===== src/rtl/mips_ctrl_pkg.sv =====
// mips_ctrl_pkg: shared constants for the multi-cycle MIPS controller.
// Holds opcode/func codes, ALU operation encodings, FSM state codes and the
// select encodings for the datapath muxes (reg_dst, mem_to_reg, alusrc_a/b, pc_src).
package mips_ctrl_pkg;

   // FSM state codes
   typedef logic [3:0] state_t;
   localparam state_t S_FETCH     = 4'd0;
   localparam state_t S_DECODE    = 4'd1;
   localparam state_t S_MEM_ADDR  = 4'd2;
   localparam state_t S_MEM_READ  = 4'd3;
   localparam state_t S_MEM_WB    = 4'd4;
   localparam state_t S_MEM_WRITE = 4'd5;
   localparam state_t S_R_EXEC    = 4'd6;
   localparam state_t S_R_WB      = 4'd7;
   localparam state_t S_I_EXEC    = 4'd8;
   localparam state_t S_I_WB      = 4'd9;
   localparam state_t S_BRANCH    = 4'd10;
   localparam state_t S_JUMP      = 4'd11;
   localparam state_t S_JR        = 4'd12;
   localparam state_t S_HALT      = 4'd13;
   localparam state_t S_ILLEGAL   = 4'd14;

   // Primary opcodes (IR[31:26])
   localparam logic [5:0] OP_RTYPE = 6'h00;
   localparam logic [5:0] OP_J     = 6'h02;
   localparam logic [5:0] OP_JAL   = 6'h03;
   localparam logic [5:0] OP_BEQ   = 6'h04;
   localparam logic [5:0] OP_ADDI  = 6'h08;
   localparam logic [5:0] OP_ANDI  = 6'h0C;
   localparam logic [5:0] OP_ORI   = 6'h0D;
   localparam logic [5:0] OP_XORI  = 6'h0E;
   localparam logic [5:0] OP_LUI   = 6'h0F;
   localparam logic [5:0] OP_LW    = 6'h23;
   localparam logic [5:0] OP_SW    = 6'h2B;

   // R-type function codes (IR[5:0])
   localparam logic [5:0] FN_SLL = 6'h00;
   localparam logic [5:0] FN_SRL = 6'h02;
   localparam logic [5:0] FN_SRA = 6'h03;
   localparam logic [5:0] FN_JR  = 6'h08;
   localparam logic [5:0] FN_ADD = 6'h20;
   localparam logic [5:0] FN_SUB = 6'h22;
   localparam logic [5:0] FN_AND = 6'h24;
   localparam logic [5:0] FN_OR  = 6'h25;
   localparam logic [5:0] FN_XOR = 6'h26;

   // ALU operations
   typedef logic [3:0] alu_op_t;
   localparam alu_op_t ALU_ADD = 4'd0;
   localparam alu_op_t ALU_SUB = 4'd1;
   localparam alu_op_t ALU_AND = 4'd2;
   localparam alu_op_t ALU_OR  = 4'd3;
   localparam alu_op_t ALU_XOR = 4'd4;
   localparam alu_op_t ALU_SLL = 4'd5;
   localparam alu_op_t ALU_SRL = 4'd6;
   localparam alu_op_t ALU_SRA = 4'd7;
   localparam alu_op_t ALU_LUI = 4'd8;

   // Datapath mux selects
   typedef logic [1:0] sel_t;
   localparam sel_t REG_DST_RT   = 2'd0;
   localparam sel_t REG_DST_RD   = 2'd1;
   localparam sel_t REG_DST_RA   = 2'd2;
   localparam sel_t M2R_ALUOUT   = 2'd0;
   localparam sel_t M2R_MDR      = 2'd1;
   localparam sel_t M2R_PC       = 2'd2;
   localparam sel_t SRCA_PC      = 2'd0;
   localparam sel_t SRCA_RS      = 2'd1;
   localparam sel_t SRCA_SHAMT   = 2'd2;
   localparam sel_t SRCB_B       = 2'd0;
   localparam sel_t SRCB_FOUR    = 2'd1;
   localparam sel_t SRCB_IMM     = 2'd2;
   localparam sel_t SRCB_IMM_SH2 = 2'd3;
   localparam sel_t PCSRC_ALU    = 2'd0;
   localparam sel_t PCSRC_ALUOUT = 2'd1;
   localparam sel_t PCSRC_JUMP   = 2'd2;
   localparam sel_t PCSRC_RS     = 2'd3;

   // Shifts take their A operand from the shamt field instead of rs.
   function automatic logic is_shift_fn(input logic [5:0] fn);
      return (fn == FN_SLL) || (fn == FN_SRL) || (fn == FN_SRA);
   endfunction

   // R-type functions that go through R_EXEC/R_WB (jr is handled separately).
   function automatic logic is_r_alu_fn(input logic [5:0] fn);
      return is_shift_fn(fn) || (fn == FN_ADD) || (fn == FN_SUB) ||
             (fn == FN_AND) || (fn == FN_OR) || (fn == FN_XOR);
   endfunction

endpackage


===== src/rtl/alu_func_decode.sv =====
// alu_func_decode: combinational op/func -> ALU operation map, shared by R_EXEC and I_EXEC.
// Latency: purely combinational. Backpressure: none.
// Ports: op, func (instruction fields) in; alu_ctr (ALUCTR_W, upper bits zero) out.
module alu_func_decode
   import mips_ctrl_pkg::*;
#(
   parameter int ALUCTR_W = 4
) (
   input  logic [5:0]          op,
   input  logic [5:0]          func,
   output logic [ALUCTR_W-1:0] alu_ctr
);

   alu_op_t code;

   always_comb begin
      code = ALU_ADD;
      if (op == OP_RTYPE) begin
         case (func)
            FN_ADD:  code = ALU_ADD;
            FN_SUB:  code = ALU_SUB;
            FN_AND:  code = ALU_AND;
            FN_OR:   code = ALU_OR;
            FN_XOR:  code = ALU_XOR;
            FN_SLL:  code = ALU_SLL;
            FN_SRL:  code = ALU_SRL;
            FN_SRA:  code = ALU_SRA;
            default: code = ALU_ADD;
         endcase
      end else begin
         case (op)
            OP_ADDI: code = ALU_ADD;
            OP_ANDI: code = ALU_AND;
            OP_ORI:  code = ALU_OR;
            OP_XORI: code = ALU_XOR;
            OP_LUI:  code = ALU_LUI;
            default: code = ALU_ADD;
         endcase
      end
   end

   assign alu_ctr = ALUCTR_W'(code);

endmodule


===== src/rtl/multi_cycle_control_unit.sv =====
// multi_cycle_control_unit: multi-cycle MIPS controller sequencing FETCH/DECODE/EXEC/MEM/WB.
// Latency (zero-wait memory): lw 5, sw/R/I 4, beq/j/jal/jr 3 cycles per instruction.
// Backpressure: FETCH/MEM_READ/MEM_WRITE stall on mem_ready; MEM_TIMEOUT waits -> HALT + bus_err.
// Ports: clk, rst (sync, active-high); op/func from IR; zero (ALU flag, used by the datapath
//   together with pc_wr_cond); mem_ready; datapath strobes, mux selects, alu_ctr;
//   sticky bus_err/illegal; ret_cnt retired-instruction counter.
// Option: define MULTI_CYCLE_CONTROL_UNIT_ILLEGAL_TRAP_EN to trap undecodable instructions
//   into ILLEGAL (illegal=1); otherwise they retire as NOPs and illegal stays 0.
module multi_cycle_control_unit
   import mips_ctrl_pkg::*;
#(
   parameter int ALUCTR_W    = 4,
   parameter int MEM_TIMEOUT = 16,
   parameter int RET_CNT_W   = 32
) (
   input  logic                 clk,
   input  logic                 rst,
   input  logic [5:0]           op,
   input  logic [5:0]           func,
   input  logic                 zero,
   input  logic                 mem_ready,
   output logic                 pc_wr,
   output logic                 pc_wr_cond,
   output logic                 ir_wr,
   output logic                 reg_wr,
   output logic                 mem_rd,
   output logic                 mem_wr,
   output logic                 i_or_d,
   output logic                 ext_op,
   output logic [1:0]           reg_dst,
   output logic [1:0]           mem_to_reg,
   output logic [1:0]           alusrc_a,
   output logic [1:0]           alusrc_b,
   output logic [1:0]           pc_src,
   output logic [ALUCTR_W-1:0]  alu_ctr,
   output logic                 bus_err,
   output logic                 illegal,
   output logic [RET_CNT_W-1:0] ret_cnt
);

   localparam int CNT_W = (MEM_TIMEOUT > 1) ? $clog2(MEM_TIMEOUT) : 1;

   state_t             state, state_nxt;
   logic [CNT_W-1:0]   wait_cnt, wait_nxt;
   logic               wait_en, wait_last, timeout, retire, bad_instr;
   logic [ALUCTR_W-1:0] dec_alu;

   // The branch decision (pc_wr_cond & zero) is made in the datapath; the
   // controller only carries the flag through.
   logic unused_zero;
   assign unused_zero = zero;

   alu_func_decode #(.ALUCTR_W(ALUCTR_W)) u_alu_dec (
      .op      (op),
      .func    (func),
      .alu_ctr (dec_alu)
   );

   // The wait that would bring the count up to MEM_TIMEOUT is the last one;
   // mem_ready in that same cycle still completes the access.
   assign wait_last = (wait_cnt == CNT_W'(MEM_TIMEOUT - 1));

   // ---------------- next-state ----------------
   always_comb begin
      state_nxt = state;
      wait_en   = 1'b0;
      timeout   = 1'b0;
      retire    = 1'b0;
      bad_instr = 1'b0;
      case (state)
         S_FETCH: begin
            wait_en = 1'b1;
            if (mem_ready)      state_nxt = S_DECODE;
            else if (wait_last) begin state_nxt = S_HALT; timeout = 1'b1; end
         end
         S_DECODE: begin
            case (op)
               OP_RTYPE: begin
                  if (is_r_alu_fn(func))  state_nxt = S_R_EXEC;
                  else if (func == FN_JR) state_nxt = S_JR;
                  else                    bad_instr = 1'b1;
               end
               OP_LW, OP_SW:                             state_nxt = S_MEM_ADDR;
               OP_ADDI, OP_ANDI, OP_ORI, OP_XORI, OP_LUI: state_nxt = S_I_EXEC;
               OP_BEQ:                                   state_nxt = S_BRANCH;
               OP_J, OP_JAL:                             state_nxt = S_JUMP;
               default:                                  bad_instr = 1'b1;
            endcase
            if (bad_instr) begin
`ifdef MULTI_CYCLE_CONTROL_UNIT_ILLEGAL_TRAP_EN
               state_nxt = S_ILLEGAL;
`else
               state_nxt = S_FETCH;
               retire    = 1'b1;
`endif
            end
         end
         S_MEM_ADDR:  state_nxt = (op == OP_SW) ? S_MEM_WRITE : S_MEM_READ;
         S_MEM_READ: begin
            wait_en = 1'b1;
            if (mem_ready)      state_nxt = S_MEM_WB;
            else if (wait_last) begin state_nxt = S_HALT; timeout = 1'b1; end
         end
         S_MEM_WRITE: begin
            wait_en = 1'b1;
            if (mem_ready)      begin state_nxt = S_FETCH; retire = 1'b1; end
            else if (wait_last) begin state_nxt = S_HALT; timeout = 1'b1; end
         end
         S_R_EXEC:    state_nxt = S_R_WB;
         S_I_EXEC:    state_nxt = S_I_WB;
         S_MEM_WB, S_R_WB, S_I_WB, S_BRANCH, S_JUMP, S_JR: begin
            state_nxt = S_FETCH;
            retire    = 1'b1;
         end
         S_HALT, S_ILLEGAL: state_nxt = state;
         default:           state_nxt = S_FETCH;   // unused encoding: recover
      endcase
   end

   // Counter clears on completion, on timeout and whenever not waiting.
   assign wait_nxt = (wait_en && !mem_ready && !timeout) ? wait_cnt + CNT_W'(1) : '0;

   // ---------------- state ----------------
   always_ff @(posedge clk) begin
      if (rst) begin
         state    <= S_FETCH;
         wait_cnt <= '0;
         bus_err  <= 1'b0;
         ret_cnt  <= '0;
      end else begin
         state    <= state_nxt;
         wait_cnt <= wait_nxt;
         if (timeout) bus_err <= 1'b1;
         if (retire)  ret_cnt <= ret_cnt + RET_CNT_W'(1);
      end
   end

`ifdef MULTI_CYCLE_CONTROL_UNIT_ILLEGAL_TRAP_EN
   logic illegal_q;
   always_ff @(posedge clk) begin
      if (rst)                                illegal_q <= 1'b0;
      else if (state == S_DECODE && bad_instr) illegal_q <= 1'b1;
   end
   assign illegal = illegal_q;
`else
   assign illegal = 1'b0;
`endif

   // ---------------- outputs ----------------
   // Moore decode of state; FETCH's ir_wr/pc_wr follow mem_ready. Everything
   // is forced idle while rst is high, whatever state the FSM is in.
   always_comb begin
      pc_wr      = 1'b0;
      pc_wr_cond = 1'b0;
      ir_wr      = 1'b0;
      reg_wr     = 1'b0;
      mem_rd     = 1'b0;
      mem_wr     = 1'b0;
      i_or_d     = 1'b0;
      ext_op     = 1'b0;
      reg_dst    = REG_DST_RT;
      mem_to_reg = M2R_ALUOUT;
      alusrc_a   = SRCA_PC;
      alusrc_b   = SRCB_B;
      pc_src     = PCSRC_ALU;
      alu_ctr    = ALUCTR_W'(ALU_ADD);
      if (!rst) begin
         case (state)
            S_FETCH: begin
               mem_rd   = 1'b1;
               alusrc_b = SRCB_FOUR;
               ir_wr    = mem_ready;
               pc_wr    = mem_ready;
            end
            S_DECODE:    alusrc_b = SRCB_IMM_SH2;
            S_MEM_ADDR: begin
               alusrc_a = SRCA_RS;
               alusrc_b = SRCB_IMM;
               ext_op   = 1'b1;
            end
            S_MEM_READ: begin
               mem_rd = 1'b1;
               i_or_d = 1'b1;
            end
            S_MEM_WB: begin
               reg_wr     = 1'b1;
               mem_to_reg = M2R_MDR;
            end
            S_MEM_WRITE: begin
               mem_wr = 1'b1;
               i_or_d = 1'b1;
            end
            S_R_EXEC: begin
               alusrc_a = is_shift_fn(func) ? SRCA_SHAMT : SRCA_RS;
               alu_ctr  = dec_alu;
            end
            S_R_WB: begin
               reg_wr  = 1'b1;
               reg_dst = REG_DST_RD;
            end
            S_I_EXEC: begin
               alusrc_a = SRCA_RS;
               alusrc_b = SRCB_IMM;
               ext_op   = (op == OP_ADDI);
               alu_ctr  = dec_alu;
            end
            S_I_WB:      reg_wr = 1'b1;
            S_BRANCH: begin
               alusrc_a   = SRCA_RS;
               alu_ctr    = ALUCTR_W'(ALU_SUB);
               pc_wr_cond = 1'b1;
               pc_src     = PCSRC_ALUOUT;
            end
            S_JUMP: begin
               pc_wr  = 1'b1;
               pc_src = PCSRC_JUMP;
               if (op == OP_JAL) begin
                  reg_wr     = 1'b1;
                  reg_dst    = REG_DST_RA;
                  mem_to_reg = M2R_PC;
               end
            end
            S_JR: begin
               pc_wr  = 1'b1;
               pc_src = PCSRC_RS;
            end
            default: ;   // HALT / ILLEGAL: everything idle
         endcase
      end
   end

endmodule


===== config.mk =====
export PLATFORM = sky130hd
export DESIGN_NAME = multi_cycle_control_unit
export DESIGN_NICKNAME = d
export VERILOG_FILES = /design/src/rtl/mips_ctrl_pkg.sv /design/src/rtl/alu_func_decode.sv /design/src/rtl/multi_cycle_control_unit.sv
export SDC_FILE = /design/constraint.sdc
export NUM_CORES = 1
export LEC_CHECK = 0
export BUFFER_PORTS_ARGS = -buffer_cell sky130_fd_sc_hd__buf_4
export CORE_MARGIN = 5
export CORE_UTILIZATION = 58
export CTS_BUF_LIST = sky130_fd_sc_hd__clkbuf_4 sky130_fd_sc_hd__clkbuf_8 sky130_fd_sc_hd__clkbuf_16
export CTS_CLUSTER_DIAMETER = 50
export CTS_CLUSTER_SIZE = 28
export DETAILED_ROUTE_END_ITERATION = 10
export GPL_TIMING_DRIVEN = 0
export HOLD_SLACK_MARGIN = 0.12
export PLACE_DENSITY = 0.86
export SETUP_SLACK_MARGIN = 0.1
export SLEW_MARGIN = 20
export SYNTH_ARGS = -nofsm -noshare
export SYNTH_HDL_FRONTEND = slang
export SYNTH_SLANG_ARGS = --single-unit

===== constraint.sdc =====
create_clock -name clk -period 4.9 [get_ports clk]
set_input_delay 0.245 -clock clk [delete_from_list [all_inputs] [get_ports clk]]
set_output_delay 0.245 -clock clk [all_outputs]
set_load 0.01 [all_outputs]

==> qor.txt, run 1 <==
Final net count: 472
Proportion of layout cells with a drive suffix above 1: 22.20%
Area used by multi-input combinational logic: 1876 um^2
Share of the core filled with cells: 74.48%
Number of enable-type register cells in the synthesized netlist: 0
Hold bufs inserted after CTS: 0
Largest family of logic cells by synthesized area: simple AND/OR/NAND/NOR gates
Final GP Congestion: 0.8596
Filler instances: 389
Leftover overflow at the end of global routing: 0
Cell occurring most often along the worst timing path: sky130_fd_sc_hd__clkbuf_1
Count of antenna-violating nets left after detailed routing: 0
Number of warning messages in the yosys log: 0
First-pass DRT Iterations: 5
Total number of vias: 3,299
Cell area after placement: 3445 um^2
Buffers and inverters on the worst path: 4
Root cell of the clock tree: sky130_fd_sc_hd__clkbuf_8
Worst endpoint required time: 4.66 ns
Share of synthesized cell area in and, or, nand and nor gates: 34.84%
Endpoints failing hold: 0
Die boundary width: 80.47 um
Combined global-route utilization of all metal layers: 26.49%
DRC violation count after routing: 0
Worst rel slew slack: 40.22%
Vertical die dimension: 80.47 um
Worst stage delay on the critical path: 0.41 ns
Portion of the post-synthesis area used by sequential elements: 28.50%
Global-route wire length before repair: 13.46 mm
Standard-cell row count: 25
Setup_tns: 0 ns
Wire length per cell after detailed routing: 16.32 um
Xor/xnor cell area share of the yosys netlist: 2.737%
Power Density: 235.9 nW/um^2
Via-per-instance ratio: 6.320
Gate count of the mapped netlist: 383
Placed wire-length estimate: 6.357 mm
Clock-pin slew of the registers on the worst-case setup and hold paths: 0.07 ns
Clock tree from TritonCTS: done
Area of the die: 6475 um^2
Port Buffers: 64
Unrepaired setup endpoints after global routing: false
Routed WL: 8.520 mm
TritonCTS sink count: 41
Crit-path max FO: 10
Synthesized area per cell: 7.520 um^2
Setup skew after layout: 0.01137 ns
CTS HTree Levels: 2
Result of the run: complete, no violations
Post-CTS resize count: 0
Ys flop type: sky130_fd_sc_hd__dfxtp_1
Io pins: 72
Endpoint kind of the worst setup timing path: output port
Worst-path cell with the longest stage delay: sky130_fd_sc_hd__clkbuf_1
Crit Path Category: reg -> out
Peak ir drop on the vdd network: 0.2617 mV
Number of design-rule violations left by the first detailed-router iteration: 268
Count of unique library cells instantiated by Yosys: 66
Worst hold margin: 0.3313 ns
Adder-Cell Fraction of Synth Area: 0.8688%
Net count of the mapped netlist: 401
Number of buffers added for setup after CTS: 0
Pin count of the biggest net entering global routing: 14
Placeable Area: 4786 um^2
Area grow syn2layout: 23.76%
Setup violations, final: 0
Worst-Margin Slew: 0.8898 ns
Critical path's top delay family: buffers and inverters
Total power draw: 0.8409 mW
#FFs+latches synth: 41
CP arrival: 2.41 ns
Clock Latency Late Sink: 0.31 ns
Seq. cell area: 820.8 um^2
Portion of the clock cycle consumed by the worst path in the final layout: 54.22%
Top achievable clock speed: 376.4 MHz
CTS Buf Count: 5
Initial antenna violation count: 0
Number of global-route vias before repair: 2,909
Clock period minus final worst setup slack: 2.657 ns
CP Cell Sequence: clkbuf_1 > clkbuf_1 > clkbuf_1 > nand3_1 > nor4_1 > buf_4
Synthesized-area fraction occupied by ao, oa, aoi and oai cells: 25.85%
Initial Util: 60.18%
Number of antenna repair diodes: 0
Max-cap check violation count: 0
Hold WC Path Type: in -> reg
Max Buffers Root-to-Sink: 2
Mux contribution to synthesized area: 0.6950%
Final cell area excluding filler cells: 3565 um^2
Final-report max-slew violation count: 0
Syn Std Cell Area: 2880 um^2
Leakage power: 1.280 nW
Asr flop ratio synth: 0%
Worst Setup Start Kind: flop
Yosys cell counts (3+ instances only):
cell	instances	area (um^2)
sky130_fd_sc_hd__or2_2	4	25.02
sky130_fd_sc_hd__nand2_1	32	120.1
sky130_fd_sc_hd__o31ai_1	13	97.59
sky130_fd_sc_hd__a22oi_1	3	22.52
sky130_fd_sc_hd__buf_1	4	15.01
sky130_fd_sc_hd__buf_2	3	15.01
sky130_fd_sc_hd__and3_1	3	18.77
sky130_fd_sc_hd__nor4_1	10	62.56
sky130_fd_sc_hd__nor2_1	42	157.7
sky130_fd_sc_hd__nor2b_1	3	18.77
sky130_fd_sc_hd__inv_1	7	26.28
sky130_fd_sc_hd__o41ai_1	3	26.28
sky130_fd_sc_hd__o21ai_0	20	100.1
sky130_fd_sc_hd__and4_1	8	70.07
sky130_fd_sc_hd__o22ai_1	3	18.77
sky130_fd_sc_hd__a31oi_1	6	37.54
sky130_fd_sc_hd__xnor2_1	4	35.03
sky130_fd_sc_hd__nand4_1	9	56.30
sky130_fd_sc_hd__a32oi_1	3	26.28
sky130_fd_sc_hd__dfxtp_1	41	820.8
sky130_fd_sc_hd__or4_1	11	82.58
sky130_fd_sc_hd__nand2b_1	3	18.77
sky130_fd_sc_hd__a21oi_1	33	165.2
sky130_fd_sc_hd__and2_1	3	18.77
sky130_fd_sc_hd__o31a_1	3	26.28
sky130_fd_sc_hd__clkbuf_1	17	63.81
sky130_fd_sc_hd__xor2_1	5	43.79
sky130_fd_sc_hd__nor3_1	10	50.05
sky130_fd_sc_hd__buf_6	4	45.04
sky130_fd_sc_hd__or3_1	15	93.84
sky130_fd_sc_hd__o21a_1	4	30.03
sky130_fd_sc_hd__nand3_1	13	65.06
worst register-to-register path: stages, from the launching register on:
cell	delay [ns]
sky130_fd_sc_hd__dfxtp_1	0.44
sky130_fd_sc_hd__and4_1	0.26
sky130_fd_sc_hd__nand3_2	0.10
sky130_fd_sc_hd__nor3_1	0.74
sky130_fd_sc_hd__nand2_1	0.23
sky130_fd_sc_hd__or4_1	0.52
sky130_fd_sc_hd__a21oi_1	0.16
per-stage QoR:
step	setup slack, ns	instances
after floorplan	2.749	383
after global placement	2.350	514
after detailed placement	2.297	514
after global routing	2.089	522
final	2.243	522
after CTS	2.274	522
state kept, by name, summed over array words and instances (netlist names):
name and count:
state 4, ret_cnt 32, bus_err 1, wait_cnt 4
placed cells by master (no fill, tap or decap), types with 11 or more instances in the layout:
| cell type | Yosys | routed |
|---|---|---|
| sky130_fd_sc_hd__dfxtp_1 | 41 | 41 |
| sky130_fd_sc_hd__buf_4 | 2 | 66 |
| sky130_fd_sc_hd__a21oi_1 | 33 | 33 |
| sky130_fd_sc_hd__nand2_1 | 32 | 32 |
| sky130_fd_sc_hd__nand3_1 | 13 | 13 |
| sky130_fd_sc_hd__clkbuf_1 | 17 | 17 |
| sky130_fd_sc_hd__o31ai_1 | 13 | 13 |
| sky130_fd_sc_hd__or4_1 | 11 | 11 |
| sky130_fd_sc_hd__nor2_1 | 42 | 42 |
| sky130_fd_sc_hd__or3_1 | 15 | 15 |
| sky130_fd_sc_hd__o21ai_0 | 20 | 20 |
where the power goes:
| part | leakage (nW) | internal, mW | switching [mW] | total, mW |
|---|---|---|---|---|
| Clock | 0.0574 | 0.166 | 0.120 | 0.286 |
| Combinational | 0.892 | 0.0753 | 0.131 | 0.206 |
| Sequential | 0.331 | 0.340 | 0.00815 | 0.349 |
metal layers:
layer / wire [um] / GRT usage [%] / share of wire (%) / vias to the layer above
met3: 637 / 5.045 / 7.5 / 25
met1: 3641 / 34.11 / 43 / 1537
met5: 0 / 0 / 0 / -
li1: - / - / - / 1583
met4: 208 / 10.98 / 2.4 / 0
met2: 4033 / 43.13 / 47 / 154
final cells by class:
class,instances,area share [%]
buffer,30,4.317
clock buffer,6,2.317
tap,67,2.352
sequential,41,23.03
inverter,8,0.8424
multi-input combinational,304,52.61
timing repair buffer,64,13.48
clock inverter,2,1.053
cell families after synthesis:
group                    Yosys count
AND/OR/NAND/NOR                  180
AO/OA/AOI/OAI                    110
flip-flops                        41
buffers and inverters             38
XOR/XNOR                           9
adder cells (fa/ha/maj)            2
multiplexers                       2
other                              1
worst paths after layout:
path	end	slack (ns)	depth (start not counted)	startpoint
setup reg to reg	ret_cnt[27]	2.37	6	ret_cnt[3]
hold reg to reg	wait_cnt[0]	0.46	1	wait_cnt[0]
hold / removal	state[0]	0.33	4	op[2]
setup / recovery	alusrc_a[1]	2.24	6	state[2]
Power figures use the tool's default switching activity.
==> run 2: changes to the inputs <==
--- a/config.mk
+++ b/config.mk
@@ -7,14 +7,14 @@
 export LEC_CHECK = 0
 export BUFFER_PORTS_ARGS = -buffer_cell sky130_fd_sc_hd__buf_4
 export CORE_MARGIN = 5
-export CORE_UTILIZATION = 58
+export CORE_UTILIZATION = 54
 export CTS_BUF_LIST = sky130_fd_sc_hd__clkbuf_4 sky130_fd_sc_hd__clkbuf_8 sky130_fd_sc_hd__clkbuf_16
 export CTS_CLUSTER_DIAMETER = 50
 export CTS_CLUSTER_SIZE = 28
 export DETAILED_ROUTE_END_ITERATION = 10
 export GPL_TIMING_DRIVEN = 0
 export HOLD_SLACK_MARGIN = 0.12
-export PLACE_DENSITY = 0.86
+export PLACE_DENSITY = 0.81
 export SETUP_SLACK_MARGIN = 0.1
 export SLEW_MARGIN = 20
 export SYNTH_ARGS = -nofsm -noshare
==> constraint.sdc (replaced) <==
create_clock -name clk -period 2.58 [get_ports clk]
set_input_delay 0.129 -clock clk [delete_from_list [all_inputs] [get_ports clk]]
set_output_delay 0.129 -clock clk [all_outputs]
set_load 0.01 [all_outputs]
==> qor.txt, run 2 (synthesis results as in run 1) <==
Result of the run: complete, no violations (unchanged)
Combined global-route utilization of all metal layers: 23.70% (was 26.49%)
Global-route wire length before repair: 14.00 mm (was 13.46 mm)
Endpoints failing hold: 0 (unchanged)
Internal cell power: 0.9896 mW (was 0.5813 mW)
Routed WL: 8.422 mm (was 8.520 mm)
Setup_tns: 0 ns (unchanged)
TritonCTS sink count: 41 (unchanged)
Via-per-instance ratio: 6.116 (was 6.320)
Filler instances: 462 (was 389)
Final GP Congestion: 0.9058 (was 0.8596)
Final cell area excluding filler cells: 3566 um^2 (was 3565 um^2)
Io pins: 72 (unchanged)
Cell area after placement: 3448 um^2 (was 3445 um^2)
First-pass DRT Iterations: 5 (unchanged)
Clock tree from TritonCTS: done (unchanged)
Wire length per cell after detailed routing: 16.04 um (was 16.32 um)
CTS HTree Levels: 2 (unchanged)
Worst-Margin Slew: 0.5448 ns (was 0.8898 ns)
Number of global-route vias before repair: 2,990 (was 2,909)
Worst Setup Start Kind: flop (unchanged)
Setup violations, final: 0 (unchanged)
Final-report max-slew violation count: 0 (unchanged)
Most used cells in the layout excluding fill and tap cells: sky130_fd_sc_hd__buf_4 (66), sky130_fd_sc_hd__nor2_1 (42), sky130_fd_sc_hd__dfxtp_1 (40), sky130_fd_sc_hd__a21oi_1 (33), sky130_fd_sc_hd__nand2_1 (32) (was sky130_fd_sc_hd__buf_4 (66), sky130_fd_sc_hd__nor2_1 (42), sky130_fd_sc_hd__dfxtp_1 (41), sky130_fd_sc_hd__a21oi_1 (33), sky130_fd_sc_hd__nand2_1 (32))
CTS Buf Count: 5 (unchanged)
CP arrival: 2.55 ns (was 2.41 ns)
Leading cell type in the layout, fill and taps excluded: sky130_fd_sc_hd__buf_4 (unchanged)
Clock Latency Late Sink: 0.30 ns (was 0.31 ns)
Max reg flops: 32 (unchanged)
Setup skew after layout: 0.01020 ns (was 0.01137 ns)
Root cell of the clock tree: sky130_fd_sc_hd__clkbuf_8 (unchanged)
Area of the die: 6895 um^2 (was 6475 um^2)
Power spent charging and discharging nets: 0.4895 mW (was 0.2597 mW)
Worst-case setup slack after placement: 0.1319 ns (was 2.297 ns)
Hold WC Path Type: in -> reg (unchanged)
Worst Reg2Reg Path Length in Cells: 8 (was 6)
Logic pwr share: 26.4% (was 24.6%)
Peak ir drop on the vdd network: 0.6397 mV (was 0.2617 mV)
Leakage power: 1.291 nW (was 1.280 nW)
Portion of the clock cycle consumed by the worst path in the final layout: 90.22%
Max-cap check violation count: 0 (unchanged)
Placed wire-length estimate: 6.261 mm (was 6.357 mm)
Pin count of the biggest net entering global routing: 13 (was 14)
Final WS setup: 0.2524 ns (was 2.243 ns)
Count of antenna-violating nets left after detailed routing: 0 (unchanged)
Number of design-rule violations left by the first detailed-router iteration: 231 (was 268)
Area grow syn2layout: 23.81% (was 23.76%)
Leading registers by flop count: ret_cnt (32), state (4), wait_cnt (4) (unchanged)
Switching part of the total: 33.10% (was 30.88%)
Max Buffers Root-to-Sink: 2 (unchanged)
DRC violation count after routing: 0 (unchanged)
Clock period minus final worst setup slack: 2.328 ns
Initial Util: 56.04% (was 60.18%)
Number of cells on the worst hold path: 4 (unchanged)
Final net count: 472 (unchanged)
Worst endpoint required time: 2.80 ns (was 4.66 ns)
Initial antenna violation count: 0 (unchanged)
Total power draw: 1.479 mW (was 0.8409 mW)
Clock share of power: 28.9% (was 34.0%)
Sequential power share: 44.7% (was 41.4%)
Worst rel slew slack: 63.48% (was 40.22%)
Leftover overflow at the end of global routing: 0 (unchanged)
Proportion of layout cells with a drive suffix above 1: 24.40% (was 22.20%)
Endpoint kind of the worst setup timing path: flop (was output port)
Unrepaired setup endpoints after global routing: true (was false)
Crit-path max FO: 7 (was 10)
Power Density: 414.8 nW/um^2 (was 235.9 nW/um^2)
Crit Path Category: reg -> reg (was reg -> out)
Biggest register: ret_cnt (unchanged)
Placeable Area: 5140 um^2 (was 4786 um^2)
Total number of vias: 3,211 (was 3,299)
Clock-pin slew of the registers on the worst-case setup and hold paths: 0.08 ns (was 0.07 ns)
Standard-cell row count: 26 (was 25)
Hold bufs inserted after CTS: 0 (unchanged)
Number of antenna repair diodes: 0 (unchanged)
Vertical die dimension: 83.04 um (was 80.47 um)
Port Buffers: 64 (unchanged)
Die boundary width: 83.04 um (was 80.47 um)
Top achievable clock speed: 429.6 MHz
## run 2: changes by cell type in the layout (fill, tap and decap cells not counted), moves of 2 or more
cell and delta:
sky130_fd_sc_hd__clkbuf_1 -4, sky130_fd_sc_hd__clkbuf_2 +5, sky130_fd_sc_hd__clkinv_2 +2, sky130_fd_sc_hd__nor3_1 -2, sky130_fd_sc_hd__nor3_2 +2
## run 2: routing by layer
layer / global-route usage (%) / wire (um) / vias to the layer above
met3: 3.861 / 572 / 13
met2: 39.94 / 4026 / 127
met5: 0 / 0 / -
met4: 4.755 / 98 / 0
met1: 31.96 / 3724 / 1490
li1: - / - / 1581
## run 2: area by class of cell
cell class / count / area (um^2) / area share [%]
Multi-Input combinational cell: 304 / 1899 / 53.26
Sequential cell: 41 / 822.0 / 23.05
Timing Repair Buffer: 64 / 480.5 / 13.47
Buffer: 30 / 160.2 / 4.491
Tap cell: 70 / 87.58 / 2.456
Clock buffer: 6 / 76.32 / 2.140
Inverter: 8 / 30.03 / 0.8421
Clock inverter: 2 / 10.01 / 0.2807
## run 2: worst max-delay path, cell delays in order, from the launching register on
cell	delay, ns
sky130_fd_sc_hd__dfxtp_1	0.39
sky130_fd_sc_hd__ha_1	0.20
sky130_fd_sc_hd__nand2_1	0.11
sky130_fd_sc_hd__or4_1	0.54
sky130_fd_sc_hd__clkbuf_2	0.19
sky130_fd_sc_hd__nor4_2	0.21
sky130_fd_sc_hd__a32oi_2	0.14
sky130_fd_sc_hd__or3_1	0.34
sky130_fd_sc_hd__a21oi_1	0.13
## run 2: final timing paths
check,slack [ns],from,end
worst max register to register,0.25,ret_cnt[1],ret_cnt[28]
worst min-delay path,0.24,op[2],state[0]
worst max-delay path,0.25,ret_cnt[1],ret_cnt[28]
worst min register to register,0.45,wait_cnt[0],wait_cnt[0]
## run 2: power by group through the flow
stage	Combinational, mW	Sequential [mW]	Clock [mW]
3_3_place_gp	0.377	0.675	0
4_1_cts	0.383	0.660	0.425
2_1_floorplan	0.256	0.676	0
5_1_grt	0.427	0.665	0.463
6_report	0.391	0.661	0.427
3_5_place_dp	0.381	0.675	0
## run 2: timing repair
action | in CTS | in global routing
pin swaps | 0 | 0
buffers inserted | 0 | 0
gates resized for setup | 1 | 12
endpoints found under the hold margin | 0 | 0
setup endpoints to repair | 1 | 12
## run 2: stage by stage
stage | cells | utilization, % | hold WS, ns
after floorplan | 383 | - | 0.3418
final | 525 | 69.38 | 0.2375
after global routing | 525 | 69.38 | 0.2504
after global placement | 517 | 67.09 | 0.4328
after CTS | 525 | 68.79 | 0.2313
after detailed placement | 517 | 67.09 | 0.4530
